$ cat config.mk
export PLATFORM = sky130hd
export DESIGN_NAME = ps2_host_tx
export DESIGN_NICKNAME = d
export VERILOG_FILES = /design/src/rtl/ps2_pkg.sv /design/src/rtl/ps2_line_sync.sv /design/src/rtl/ps2_host_tx.sv
export SDC_FILE = /design/constraint.sdc
export NUM_CORES = 1
export LEC_CHECK = 0
export BUFFER_PORTS_ARGS = -buffer_cell sky130_fd_sc_hd__buf_2
export CELL_PAD_IN_SITES_DETAIL_PLACEMENT = 0
export CELL_PAD_IN_SITES_GLOBAL_PLACEMENT = 1
export CORE_AREA = 2 2 99 101
export CTS_CLUSTER_DIAMETER = 30
export CTS_CLUSTER_SIZE = 40
export DETAILED_ROUTE_END_ITERATION = 8
export DIE_AREA = 0 0 101 103
export PLACE_DENSITY_LB_ADDON = 0.1
export SYNTH_ARGS = -nofsm -noshare
export SYNTH_HDL_FRONTEND = slang
export SYNTH_SLANG_ARGS = --single-unit
$ cat constraint.sdc
create_clock -name Clk -period 2.2 [get_ports Clk]
set_input_delay 0.66 -clock Clk [delete_from_list [all_inputs] [get_ports Clk]]
set_output_delay 0.66 -clock Clk [all_outputs]
set_load 0.01 [all_outputs]
$ cat src/rtl/ps2_pkg.sv
// Shared PS/2 types and command constants for the host transmit and receive paths.
package ps2_pkg;

  typedef enum logic [3:0] {
    IDLE,
    INHIBIT,
    START,
    RELEASE,
    SHIFT,
    ACK,
    WAIT_IDLE,
    DONE,
    ERR
  } ps2_tx_state_t;

  localparam logic [7:0] PS2_CMD_SET_LEDS = 8'hED;
  localparam logic [7:0] PS2_CMD_RESET    = 8'hFF;
  localparam logic [7:0] PS2_CMD_ENABLE   = 8'hF4;
  localparam logic [7:0] PS2_RESP_ACK     = 8'hFA;

  // PS/2 uses odd parity: data bits plus parity carry an odd number of ones.
  function automatic logic odd_parity(input logic [7:0] b);
    return ~^b;
  endfunction

endpackage

$ cat src/rtl/ps2_line_sync.sv
// Synchronises the raw PS/2 clock/data pads and flags falling edges of the clock.
module ps2_line_sync #(
  parameter int unsigned SYNC_STAGES = 2
) (
  input  logic clk_i,
  input  logic rst_i,
  input  logic clk_raw_i,
  input  logic dat_raw_i,
  output logic clk_o,
  output logic dat_o,
  output logic fall_o
);

  logic [SYNC_STAGES-1:0] clk_sync_q;
  logic [SYNC_STAGES-1:0] dat_sync_q;
  logic                   clk_prev_q;

  // Idle bus level is high, so the chain resets to 1 to avoid a spurious fall.
  always_ff @(posedge clk_i) begin
    if (rst_i) begin
      clk_sync_q <= '1;
      dat_sync_q <= '1;
      clk_prev_q <= 1'b1;
    end else begin
      clk_sync_q <= {clk_sync_q[SYNC_STAGES-2:0], clk_raw_i};
      dat_sync_q <= {dat_sync_q[SYNC_STAGES-2:0], dat_raw_i};
      clk_prev_q <= clk_sync_q[SYNC_STAGES-1];
    end
  end

  assign clk_o  = clk_sync_q[SYNC_STAGES-1];
  assign dat_o  = dat_sync_q[SYNC_STAGES-1];
  assign fall_o = clk_prev_q & ~clk_sync_q[SYNC_STAGES-1];

endmodule

$ cat src/rtl/ps2_host_tx.sv
// PS/2 host-to-device transmitter: request-to-send, 11-bit frame, device ack check
// and inter-edge timeout, driving open-collector lines through the *_oe outputs.
module ps2_host_tx
  import ps2_pkg::*;
#(
  parameter int unsigned INHIBIT_CYCLES = 5000,
  parameter int unsigned TIMEOUT_CYCLES = 750000,
  parameter int unsigned SYNC_STAGES    = 2
) (
  input  logic       Clk,
  input  logic       Reset,
  input  logic       send,
  input  logic [7:0] tx_byte,
  input  logic       ps2_clk_in,
  input  logic       ps2_dat_in,
  output logic       ps2_clk_oe,
  output logic       ps2_dat_oe,
  output logic       busy,
  output logic       done,
  output logic       error,
  output logic       rx_inhibit
);

  localparam int unsigned INH_W = $clog2(INHIBIT_CYCLES + 1);
  localparam int unsigned TMO_W = $clog2(TIMEOUT_CYCLES + 1);
  localparam logic [INH_W-1:0] INH_LAST = INH_W'(INHIBIT_CYCLES - 1);
  localparam logic [TMO_W-1:0] TMO_LOAD = TMO_W'(TIMEOUT_CYCLES);

  ps2_tx_state_t    state_q;
  logic [8:0]       shift_q;
  logic [3:0]       bitcnt_q;
  logic [INH_W-1:0] inh_q;
  logic [TMO_W-1:0] tmo_q;
  logic             clk_oe_q, dat_oe_q, busy_q, done_q, error_q;

  logic clk_s, dat_s, fall;
  logic tmo_expire;
  logic to_err;

  ps2_line_sync #(
    .SYNC_STAGES(SYNC_STAGES)
  ) u_sync (
    .clk_i    (Clk),
    .rst_i    (Reset),
    .clk_raw_i(ps2_clk_in),
    .dat_raw_i(ps2_dat_in),
    .clk_o    (clk_s),
    .dat_o    (dat_s),
    .fall_o   (fall)
  );

  // Expire on the cycle the counter would reach zero, so the error registers
  // exactly TIMEOUT_CYCLES cycles after the reload.
  assign tmo_expire = (tmo_q == TMO_W'(1)) || (tmo_q == '0);

  always_comb begin
    to_err = 1'b0;
    unique case (state_q)
      SHIFT:     to_err = !fall && tmo_expire;
      ACK:       to_err = fall ? dat_s : tmo_expire;
      WAIT_IDLE: to_err = !(clk_s && dat_s) && !fall && tmo_expire;
      default:   to_err = 1'b0;
    endcase
  end

  always_ff @(posedge Clk) begin
    if (Reset) begin
      state_q  <= IDLE;
      shift_q  <= '0;
      bitcnt_q <= '0;
      inh_q    <= '0;
      tmo_q    <= '0;
      clk_oe_q <= 1'b0;
      dat_oe_q <= 1'b0;
      busy_q   <= 1'b0;
      done_q   <= 1'b0;
      error_q  <= 1'b0;
    end else begin
      done_q  <= 1'b0;
      error_q <= 1'b0;
      if (to_err) begin
        clk_oe_q <= 1'b0;
        dat_oe_q <= 1'b0;
        busy_q   <= 1'b0;
        error_q  <= 1'b1;
        state_q  <= ERR;
      end else begin
        unique case (state_q)
          IDLE: if (send) begin
            shift_q  <= {odd_parity(tx_byte), tx_byte};
            inh_q    <= '0;
            bitcnt_q <= '0;
            clk_oe_q <= 1'b1;
            dat_oe_q <= 1'b0;
            busy_q   <= 1'b1;
            state_q  <= INHIBIT;
          end
          INHIBIT: begin
            if (inh_q == INH_LAST) begin
              dat_oe_q <= 1'b1;
              state_q  <= START;
            end else begin
              inh_q <= inh_q + INH_W'(1);
            end
          end
          START: begin
            clk_oe_q <= 1'b0;
            tmo_q    <= TMO_LOAD;
            state_q  <= RELEASE;
          end
          RELEASE: begin
            bitcnt_q <= '0;
            state_q  <= SHIFT;
          end
          SHIFT: begin
            if (fall) begin
              tmo_q    <= TMO_LOAD;
              bitcnt_q <= bitcnt_q + 4'd1;
              if (bitcnt_q < 4'd9) begin
                dat_oe_q <= ~shift_q[bitcnt_q];
              end else begin
                dat_oe_q <= 1'b0;
                state_q  <= ACK;
              end
            end else begin
              tmo_q <= tmo_q - TMO_W'(1);
            end
          end
          ACK: begin
            if (fall) begin
              tmo_q   <= TMO_LOAD;
              state_q <= WAIT_IDLE;
            end else begin
              tmo_q <= tmo_q - TMO_W'(1);
            end
          end
          WAIT_IDLE: begin
            if (clk_s && dat_s) begin
              busy_q  <= 1'b0;
              done_q  <= 1'b1;
              state_q <= DONE;
            end else if (fall) begin
              tmo_q <= TMO_LOAD;
            end else begin
              tmo_q <= tmo_q - TMO_W'(1);
            end
          end
          DONE:    state_q <= IDLE;
          ERR:     state_q <= IDLE;
          default: state_q <= IDLE;
        endcase
      end
    end
  end

  assign ps2_clk_oe = clk_oe_q;
  assign ps2_dat_oe = dat_oe_q;
  assign busy       = busy_q;
  assign done       = done_q;
  assign error      = error_q;
  assign rx_inhibit = busy_q;

endmodule
==> summary.md <==
| Metric | Value |
|---|---|
| Tmin final | 2.07 ns |
| Worst path buffer plus inverter count | 1 |
| Placed cell areas | 3570 um2 |
| Quantity of hold-fixing buffers added after cts | 0 |
| WL per Instance | 15.1 um |
| Fraction of layout instances using a drive strength above 1 | 21.5% |
| Number of port buffers | 18 |
| Transition time at the pin with the least slew margin | 0.534 ns |
| Post-synth EDFFs | 0 |
| Summed instance area of the synthesized netlist | 3200 um2 |
| Total negative setup slack | 0 ns |
| Total congestion overflow after global routing | 0 |
| Maximum cell stage delay along the critical path | 0.50 ns |
| Share of the core filled with cells | 40.3% |
| Placed insts | 514 |
| Maximum number of pins on one net before global-route repair | 24 |
| Number of global-route vias before repair | 2662 |
| ANT nets after route | 0 |
| Detailed-route DRC error count | 0 |
| Die Ht | 103 um |
| Worst Hold Class | flop to flop |
| Number of buffers on the longest clock path | 2 |
| Yosys top cell area share | 37.6% |
| Cells after Synth | 369 |
| Synth-to-Final Area Change | 19.2% |
| Worst Hold Margin | 0.409 ns |
| #FFs+latches synth | 60 |
| Overall fraction of global-route tracks in use | 16.6% |
| Sink Count | 60 |
| Cell Count, Final, Fillers Out | 532 |
| Ordered cell list for the critical path | nor2b_1 -> o311ai_4 -> buf_12 -> a2111oi_1 -> xnor2_1 -> nor2_1 |
| TritonCTS buffer count | 9 |
| Starting utilization of the core area | 33.8% |
| Dominant delay contributor by cell family on the critical path | compound AO/OA/AOI/OAI gates |
| Top-level I/O count | 19 |
| Unique cell type count in the Yosys netlist | 59 |
| Placement row count | 36 |
| Detailed router's first-iteration violation count | 127 |
| Vias | 2826 |
| Clock tree from TritonCTS | done |
| DR vias/cell | 5.31 |
| Synthesized area per cell | 8.66 um2 |
| Pre-antenna DRT Iters | 5 |
| Power per cell area | 1000 nW/um2 |
| Post-synth ARST share | 0% |
| Most common flop cell mapped by yosys | sky130_fd_sc_hd__dfxtp_1 |
| Final total power | 3.81 mW |
| Clock Latency Late Sink | 0.34 ns |
| Sequential element share of the synthesized area | 37.6% |
| Clock skew | 0.0148 ns |
| Post-layout nets | 432 |
| Commonest cells after routing, fill and taps aside | sky130_fd_sc_hd__dfxtp_1 (60), sky130_fd_sc_hd__nor2_1 (40), sky130_fd_sc_hd__buf_4 (36) |
| DP Wirelength | 5.62 mm |
| Cells taking the most area after synthesis | sky130_fd_sc_hd__dfxtp_1 (38%), sky130_fd_sc_hd__xnor2_1 (4.9%), sky130_fd_sc_hd__nor2_1 (4.7%) |
| Setup Slack @ Placement | 0.0358 ns |
| Slew Limit Fails | 0 |
| Drt total wl | 8.05 mm |
| Die width | 101 um |
| Placeable core area | 9460 um2 |
| Final weighted congestion in routability-driven placement | 0.762 |
| Setup repair after global routing missed its margin | false |
| Number of H-tree levels | 3 |
| CP Class | flop to flop |
| Arr. time, crit path | 2.28 ns |
| Design Area, Final | 3810 um2 |
| Maximum ir drop on the vdd rail | 0.000305 V |
| Count of final setup violators | 0 |
| Die footprint | 10400 um2 |
| Final number of hold-violating endpoints | 0 |
| Leakage power of the design | 1.46 nW |
| Max Fanout on Critical Path | 13 |
| Max Freq | 483 MHz |
| Most frequent standard cell in the layout excluding fill and tap cells | sky130_fd_sc_hd__dfxtp_1 |
| Worst endpoint required time | 2.41 ns |
| Global-route wire length before repair | 13.6 mm |
| Number of antenna violations at the first check in global routing | 0 |
| Top cell type by total area after synthesis | sky130_fd_sc_hd__dfxtp_1 |
| Slowest-stage cell, CP | sky130_fd_sc_hd__a2111oi_1 |
| Period utilisation layout | 94.1% |
| Root Buffer Master | sky130_fd_sc_hd__clkbuf_8 |
| Max-cap violation count | 0 |
| Worst path setup slack after routing | 0.131 ns |
| Run status | finished clean |
| Syn nets | 388 |
| Crit. End Element | flop |
| Synthesis Warnings | 0 |
| Relative max-transition margin | 64.4% |
| Worst Setup Start Kind | flop |
| ANT cells | 0 |
| Clock slew at reported path FFs | 0.07 ns |
## final timing paths
path	from	end	slack, ns	cells past startpoint
worst max-delay path	state_q[0]$_SDFFE_PP0P_	inh_q[11]$_SDFFE_PP0P_	0.13	6
worst min-delay path	u_sync.clk_sync_q[0]$_SDFF_PP1_	u_sync.clk_sync_q[1]$_SDFF_PP1_	0.41	1
worst max register to register	state_q[0]$_SDFFE_PP0P_	inh_q[11]$_SDFFE_PP0P_	0.13	6
worst min register to register	u_sync.clk_sync_q[0]$_SDFF_PP1_	u_sync.clk_sync_q[1]$_SDFF_PP1_	0.41	1
## registers in the layout (all words and copies together) (netlist names), 2 cells and up
register	count
bitcnt_q	4
tmo_q	20
inh_q	13
shift_q	9
u_sync.clk_sync_q	2
state_q	4
u_sync.dat_sync_q	2
## worst reg2reg max path: stages, from the launching register on
cell	delay (ns)
sky130_fd_sc_hd__dfxtp_1	0.47
sky130_fd_sc_hd__nor2b_1	0.38
sky130_fd_sc_hd__o311ai_4	0.18
sky130_fd_sc_hd__buf_12	0.18
sky130_fd_sc_hd__a2111oi_1	0.50
sky130_fd_sc_hd__xnor2_1	0.18
sky130_fd_sc_hd__nor2_1	0.06
## layout make-up
type	instances	area (um2)
sequential	60	1200
inverter	14	52.6
timing repair buffer	55	380
clock inverter	4	47.5
fill	993	5650
clock buffer	12	155
multi-input combinational	273	1830
tap	114	143
## timing repair
action / 4_1_cts / 5_1_grt
buffers inserted: 0 / 2
setup endpoints to repair: 0 / 10
resized for setup: 0 / 3
## cell families after synthesis
kind of cell | Yosys count | share of synthesized area [%]
multiplexers | 13 | 4.19
adder cells (fa/ha/maj) | 6 | 2.35
AO/OA/AOI/OAI | 96 | 22.2
flip-flops | 60 | 37.6
buffers and inverters | 36 | 5.60
XOR/XNOR | 20 | 5.48
AND/OR/NAND/NOR | 138 | 22.7
## synthesized netlist by cell type (8+ instances only)
library cell	n
sky130_fd_sc_hd__dfxtp_1	60
sky130_fd_sc_hd__nor2_1	40
sky130_fd_sc_hd__nand2_1	21
sky130_fd_sc_hd__xnor2_1	18
sky130_fd_sc_hd__a21oi_1	16
sky130_fd_sc_hd__a31oi_1	15
sky130_fd_sc_hd__inv_1	14
sky130_fd_sc_hd__nor3_1	14
sky130_fd_sc_hd__a311oi_1	13
sky130_fd_sc_hd__nand3_1	13
sky130_fd_sc_hd__o21ai_0	13
sky130_fd_sc_hd__mux2i_1	10
sky130_fd_sc_hd__or3_1	8
## power breakdown
group	leakage, nW	switching [mW]	total [mW]	internal (mW)
registers	0.489	0.136	1.35	1.22
clock network	0.102	0.445	1.03	0.582
logic	0.869	0.777	1.43	0.650
total	1.46	1.36	3.81	2.45
## metal layers
metal	part of all wire, %	track usage (%)	up-vias
met3	2.9	3.59	6
met1	51	23.3	1328
met2	45	25.6	36
met4	1.1	4.68	0
met5	0	0	-
li1	-	-	1456
Power figures use the tool's default switching activity.
